## src/rtl/pipe5_hazard_ctrl.sv

```systemverilog
// pipe5_hazard_ctrl - central hazard / forwarding controller for the pipe5 core.
//
// Sits between the five pipeline stages and the priv unit. Resolves operand
// bypass for the execute stage, load-use and multicycle-busy stalls, and
// sequences trap entry, xRET return and FENCE drain.
//
// Optional build macro: HAZARD_PERF_CNT_EN adds stall_cycles / flush_events.
//
// Ports
//   clk, rst_n                        clock (rising edge), async active-low reset
//   f_busy, x_busy, m_busy            per-stage multicycle busy
//   rs1_x, rs2_x, rd_x, x_dren        execute-stage sources / dest / load flag
//   rs1_d, rs2_d                      decode-stage sources
//   rd_m, reg_wen_m, rd_w, reg_wen_w  mem / writeback destination + write valid
//   mispredict, exception, ret        mem-stage control-flow events
//   fence_stall                       mem-stage FENCE drain request
//   epc, badaddr, priv_pc             trap state in, trap vector / return PC
//   pc_en, npc_sel, iren              fetch control
//   fd/dx/xm/mw_stall, _flush         pipeline register hold / bubble
//   insert_priv_pc, priv_pc_q         redirect strobe and registered target
//   epc_q, badaddr_q                  captured trap state to priv unit
//   bypass_a, bypass_b                ALU operand select: 0 RF, 1 from M, 2 from W
//   stall_cycles, flush_events        perf counters (HAZARD_PERF_CNT_EN only)
//
// state       | meaning
// RUN         | normal issue; hazards resolved combinationally
// TRAP        | pipeline flushed, trap vector being latched
// REDIRECT    | fetch loads priv_pc_q for exactly one cycle
// FENCE_DRAIN | fetch held until mem stage goes idle or the drain limit hits
module pipe5_hazard_ctrl #(
  parameter int RSEL_W    = 5,
  parameter int WORD_W    = 32,
  parameter int DRAIN_MAX = 4
) (
  input  logic              clk,
  input  logic              rst_n,
  input  logic              f_busy,
  input  logic              x_busy,
  input  logic              m_busy,
  input  logic [RSEL_W-1:0] rs1_x,
  input  logic [RSEL_W-1:0] rs2_x,
  input  logic [RSEL_W-1:0] rd_x,
  input  logic              x_dren,
  input  logic [RSEL_W-1:0] rs1_d,
  input  logic [RSEL_W-1:0] rs2_d,
  input  logic [RSEL_W-1:0] rd_m,
  input  logic              reg_wen_m,
  input  logic [RSEL_W-1:0] rd_w,
  input  logic              reg_wen_w,
  input  logic              mispredict,
  input  logic              exception,
  input  logic              ret,
  input  logic              fence_stall,
  input  logic [WORD_W-1:0] epc,
  input  logic [WORD_W-1:0] badaddr,
  input  logic [WORD_W-1:0] priv_pc,
  output logic              pc_en,
  output logic              npc_sel,
  output logic              fd_stall,
  output logic              dx_stall,
  output logic              xm_stall,
  output logic              mw_stall,
  output logic              fd_flush,
  output logic              dx_flush,
  output logic              xm_flush,
  output logic              mw_flush,
  output logic              iren,
  output logic              insert_priv_pc,
  output logic [WORD_W-1:0] priv_pc_q,
  output logic [WORD_W-1:0] epc_q,
  output logic [WORD_W-1:0] badaddr_q,
  output logic [1:0]        bypass_a,
  output logic [1:0]        bypass_b
`ifdef HAZARD_PERF_CNT_EN
  ,
  output logic [31:0]       stall_cycles,
  output logic [15:0]       flush_events
`endif
);

  localparam int CNT_W = $clog2(DRAIN_MAX + 1);
  localparam logic [CNT_W-1:0] DRAIN_LIM = CNT_W'(DRAIN_MAX);

  typedef enum logic [1:0] {RUN, TRAP, REDIRECT, FENCE_DRAIN} state_t;

  state_t           state, state_nxt;
  logic [CNT_W-1:0] drain_cnt;
  logic [CNT_W-1:0] drain_inc;
  logic             lu_q;
  logic             load_use;
  logic             trap_take;
  logic             priv_latch;
  logic             drain_clr;
  logic             lu_take;
  logic             mp_take;

  // Forwarding: the mem-stage result is younger than writeback, so it wins.
  always_comb begin
    bypass_a = 2'd0;
    if (reg_wen_m && (rd_m != '0) && (rd_m == rs1_x))      bypass_a = 2'd1;
    else if (reg_wen_w && (rd_w != '0) && (rd_w == rs1_x)) bypass_a = 2'd2;
    bypass_b = 2'd0;
    if (reg_wen_m && (rd_m != '0) && (rd_m == rs2_x))      bypass_b = 2'd1;
    else if (reg_wen_w && (rd_w != '0) && (rd_w == rs2_x)) bypass_b = 2'd2;
  end

  // lu_q blocks a second back-to-back load-use stall for the same load.
  assign load_use = x_dren && (rd_x != '0) && ((rd_x == rs1_d) || (rd_x == rs2_d)) && !lu_q;
  assign drain_inc = drain_cnt + CNT_W'(1);

  always_comb begin
    state_nxt      = state;
    pc_en          = 1'b1;
    npc_sel        = 1'b0;
    iren           = 1'b1;
    insert_priv_pc = 1'b0;
    fd_stall       = 1'b0;
    dx_stall       = 1'b0;
    xm_stall       = 1'b0;
    mw_stall       = 1'b0;
    fd_flush       = 1'b0;
    dx_flush       = 1'b0;
    xm_flush       = 1'b0;
    mw_flush       = 1'b0;
    trap_take      = 1'b0;
    priv_latch     = 1'b0;
    drain_clr      = 1'b0;
    lu_take        = 1'b0;
    mp_take        = 1'b0;
    case (state)
      RUN: begin
        if (exception && !m_busy) begin
          // A busy mem stage has not finished the faulting op; wait for it.
          {fd_flush, dx_flush, xm_flush, mw_flush} = 4'b1111;
          pc_en     = 1'b0;
          trap_take = 1'b1;
          state_nxt = TRAP;
        end else if (ret) begin
          // Return PC is already on priv_pc; latch it for the REDIRECT cycle.
          {fd_flush, dx_flush, xm_flush} = 3'b111;
          priv_latch = 1'b1;
          state_nxt  = REDIRECT;
        end else if (mispredict) begin
          npc_sel  = 1'b1;
          {fd_flush, dx_flush, xm_flush} = 3'b111;
          mp_take  = 1'b1;
        end else if (fence_stall) begin
          pc_en     = 1'b0;
          fd_flush  = 1'b1;
          drain_clr = 1'b1;
          state_nxt = FENCE_DRAIN;
        end else if (load_use) begin
          fd_stall = 1'b1;
          dx_stall = 1'b1;
          xm_flush = 1'b1;
          pc_en    = 1'b0;
          lu_take  = 1'b1;
        end else begin
          // A stalled register cannot also take a bubble from a younger stage.
          mw_stall = m_busy;
          xm_stall = m_busy;
          dx_stall = m_busy | x_busy;
          fd_stall = m_busy | x_busy;
          xm_flush = x_busy & ~m_busy;
          fd_flush = f_busy & ~(m_busy | x_busy);
          pc_en    = ~(m_busy | x_busy | f_busy);
        end
      end
      TRAP: begin
        {fd_flush, dx_flush, xm_flush, mw_flush} = 4'b1111;
        pc_en      = 1'b0;
        iren       = 1'b0;
        priv_latch = 1'b1;
        state_nxt  = REDIRECT;
      end
      REDIRECT: begin
        insert_priv_pc = 1'b1;
        npc_sel        = 1'b1;
        state_nxt      = RUN;
      end
      FENCE_DRAIN: begin
        if (m_busy) begin
          pc_en    = 1'b0;
          fd_flush = 1'b1;
        end
        if (!m_busy || (drain_inc >= DRAIN_LIM) || (drain_cnt >= DRAIN_LIM))
          state_nxt = RUN;
      end
      default: state_nxt = RUN;
    endcase
  end

  always_ff @(posedge clk or negedge rst_n) begin
    if (!rst_n) state <= RUN;
    else        state <= state_nxt;
  end

  always_ff @(posedge clk or negedge rst_n) begin
    if (!rst_n) begin
      epc_q     <= '0;
      badaddr_q <= '0;
      priv_pc_q <= '0;
      drain_cnt <= '0;
      lu_q      <= 1'b0;
    end else begin
      if (trap_take) begin
        epc_q     <= epc;
        badaddr_q <= badaddr;
      end
      if (priv_latch) priv_pc_q <= priv_pc;
      if (drain_clr)
        drain_cnt <= '0;
      else if ((state == FENCE_DRAIN) && (drain_cnt < DRAIN_LIM))
        drain_cnt <= drain_inc;
      lu_q <= lu_take;
    end
  end

`ifdef HAZARD_PERF_CNT_EN
  always_ff @(posedge clk or negedge rst_n) begin
    if (!rst_n) begin
      stall_cycles <= '0;
      flush_events <= '0;
    end else begin
      if ((state == RUN) && !pc_en) stall_cycles <= stall_cycles + 32'd1;
      if ((mp_take || trap_take) && (flush_events != 16'hFFFF))
        flush_events <= flush_events + 16'd1;
    end
  end
`endif

endmodule

```

## config.mk

```make
export PLATFORM = sky130hd
export DESIGN_NAME = pipe5_hazard_ctrl
export DESIGN_NICKNAME = d
export VERILOG_FILES = /design/src/rtl/pipe5_hazard_ctrl.sv
export SDC_FILE = /design/constraint.sdc
export NUM_CORES = 1
export LEC_CHECK = 0
export CORE_ASPECT_RATIO = 1.5
export CORE_UTILIZATION = 38
export CTS_CLUSTER_DIAMETER = 40
export DETAILED_ROUTE_END_ITERATION = 8
export PLACE_DENSITY = 0.9
export SLEW_MARGIN = 10
export SYNTH_ARGS = -nofsm -noshare
export SYNTH_HDL_FRONTEND = slang
export SYNTH_SLANG_ARGS = --single-unit
```

## constraint.sdc

```tcl
create_clock -name clk -period 3.1 [get_ports clk]
set_clock_uncertainty 0.1 [all_clocks]
set_input_delay 0.775 -clock clk [delete_from_list [all_inputs] [get_ports clk]]
set_output_delay 0.775 -clock clk [all_outputs]
set_load 0.02 [all_outputs]
```

==> out/summary.txt <==
max_cap viols -> 0
fmax -> 326 MHz
die height -> 135 µm
hpwl dp -> 10400 µm
number of port buffers -> 254
worst-path fanout max -> 2
number of synthesized flops with an enable pin -> 0
fin. max-slew vios -> 0
routed length on met3 -> 888 µm
total power -> 7.32 mW
startpoint types -> primary input
largest net degree at the start of global routing -> 65
post-synth net total -> 463
most used flip-flop cell after synthesis -> dfrtp_1
area leader, netlist -> dfrtp_1
DIE WIDTH -> 90.5 µm
Mapped Cells -> 319
worst skew pair latency -> 0.33 ns
First-pass DRT Iterations -> 4
synth cell count leaders -> dfrtp_1 (102), mux2_2 (82), nor2_1 (17), xnor2_1 (17)
share of post-route cells with drive strength above 1 -> 30.3%
diodes inserted -> 0
post-synthesis sequential area ratio -> 57.2%
DR vias -> 3714
initial drt markers -> 76
FF-to-FF Start -> state[1]
Worst Setup Path Type -> in -> out
Slew headroom -> 61.4%
clk buf depth -> 2
starting density of the core -> 38.9%
die area -> 0.0122 mm²
worst-margin pin slew -> 0.578 ns
DR WL met2 -> 7460 µm
Synth Area per Inst -> 14.0 µm²
area grow syn2layout -> 75.4%
Synth area leaders -> dfrtp_1 (57%), mux2_2 (21%), mux2_1 (3.5%), xnor2_1 (3.3%), xor2_1 (2.7%)
Layout Nets -> 752
VDD IR max -> 475 µV
area taken by multi-input logic gates -> 0.00194 mm²
Register Area -> 0.00255 mm²
Met1 Routed Length -> 4270 µm
ys async rst share -> 100%
CTS clk-pin slew, worst paths -> 0.07 ns
most numerous cell in the Yosys netlist -> dfrtp_1
dpl cell area -> 0.00737 mm²
GR Overflow Total -> 0
number of distinct library cells after synthesis -> 36
final core utilization -> 68.2%
DRT Wirelength -> 13100 µm
Tot GR Track Use -> 21.6%
routed vias/inst -> 4.87
fin crit period -> 3.07 ns
core footprint -> 0.0115 mm²
arrival time at the worst endpoint -> 2.20 ns
Yosys reg bits -> 102
Power Density -> 935 mW/mm²
first-pass GRT wire length -> 20400 µm
Final setup viols -> 0
Worst EP required -> 2.22 ns
endpoints failing hold -> 0
Synth Warn # -> 0
Top-Level Pins -> 255
Post-Layout Inst Area -> 0.00783 mm²
H-tree depth -> 3
CTS tree -> built
top-area cell type share of the netlist area -> 57.2%
mapped cell area -> 0.00446 mm²
Layout fillers -> 801
vias in the first global route -> 4067
setup TNS -> 0 ns
DR WL/cell -> 17.2 µm
Std-Cell Rows -> 48
leakage -> 3.35 nW
CTS Hold Buffers Added -> 0
DRC violations left -> 0
gpl congestion -> 0.922
antenna violations before repair -> 0
CP startpoint -> rd_m[4]
crit end category -> output port
highest metal used -> met4
HP Class -> in -> async
Num CTS Buffers -> 9
Antenna Nets Post-Route -> 0
status -> finished, final reports clean
Sink Count -> 102
clk root buf -> clkbuf_16
period utilization -> 99.1%
critical path: stages:
cell	delay [ns]
buf_6	0.09
or4_4	0.53
o21ai_4	0.16
buf_4	0.14
nor4_4	0.04
nor4_4	0.27
buf_4	0.18
layout make-up:
type | count | area share (%)
Multi-Input combinational cell | 200 | 24.8
Clock buffer | 10 | 2.93
Sequential cell | 102 | 32.6
Timing Repair Buffer | 292 | 36.0
Clock inverter | 6 | 1.18
Tap cell | 150 | 2.40
Inverter | 3 | 0.144
metrics by stage:
stage | worst slack (ns) | hold WS [ns] | instances
final | 0.0283 | 0.327 | 763
after global routing | -0.0145 | 0.379 | 763
after CTS | 0.00223 | 0.346 | 761
after detailed placement | -0.939 | 0.374 | 745
after global placement | -0.796 | 0.367 | 745
after floorplan | 0.0933 | 0.379 | 319
cell usage in the layout (no fill, tap or decap), drive strengths merged, types with 7 or more instances in the layout:
cell           count
a21oi              7
buf               52
clkbuf            18
clkdlybuf4s50    206
dfrtp            102
dlygate4sd2       11
dlymetal6s2s      10
mux2              96
nand2             11
nor2              18
xnor2             17
xor2              14
routing by layer:
metal	GRT usage [%]	up-vias
met5	0	-
met4	10.3	0
met3	5.41	31
met2	42.6	198
met1	20.3	1792
li1	-	1693
kinds of logic (layout without fill, tap and decap cells):
group | count (synthesis) | in the layout | share of synthesized area [%]
DFF | 102 | 102 | 57.2
and+or+nand+nor | 53 | 53 | 6.67
muxes | 96 | 96 | 24.2
xor gates and xnor gates | 31 | 31 | 6.09
buffers and inverters | 17 | 311 | 2.86
adders and majority gates | 1 | 1 | 0.280
AOI/OAI and AO/OA | 19 | 19 | 2.66
sequential cells by signal, summed over array words and instances (netlist names):
name,flops
epc_q,32
drain_cnt,3
badaddr_q,32
state,2
lu_q,1
priv_pc_q,32
final timing paths:
path                                  to  slack [ns]  depth (start not counted)
hold / removal                 epc_q[23]        0.33                          1
max in group asynchronous  badaddr_q[21]        1.86                          2
setup reg to reg               epc_q[13]        1.18                          4
min in group clk                epc_q[5]        0.39                          1
hold reg to reg                 epc_q[5]        0.39                          1
setup / recovery             bypass_a[1]        0.03                          7
report_power, final:
group	switching (mW)	internal [mW]
Sequential	0.388	2.00
Clock	0.487	0.715
Combinational	1.74	1.99
Total	2.62	4.70
timing repair:
item                       CTS  global route
pin swaps                   14            17
resized for setup          114            43
setup buffers                0             2
setup endpoints to repair   14            12
Power figures use the tool's default switching activity.
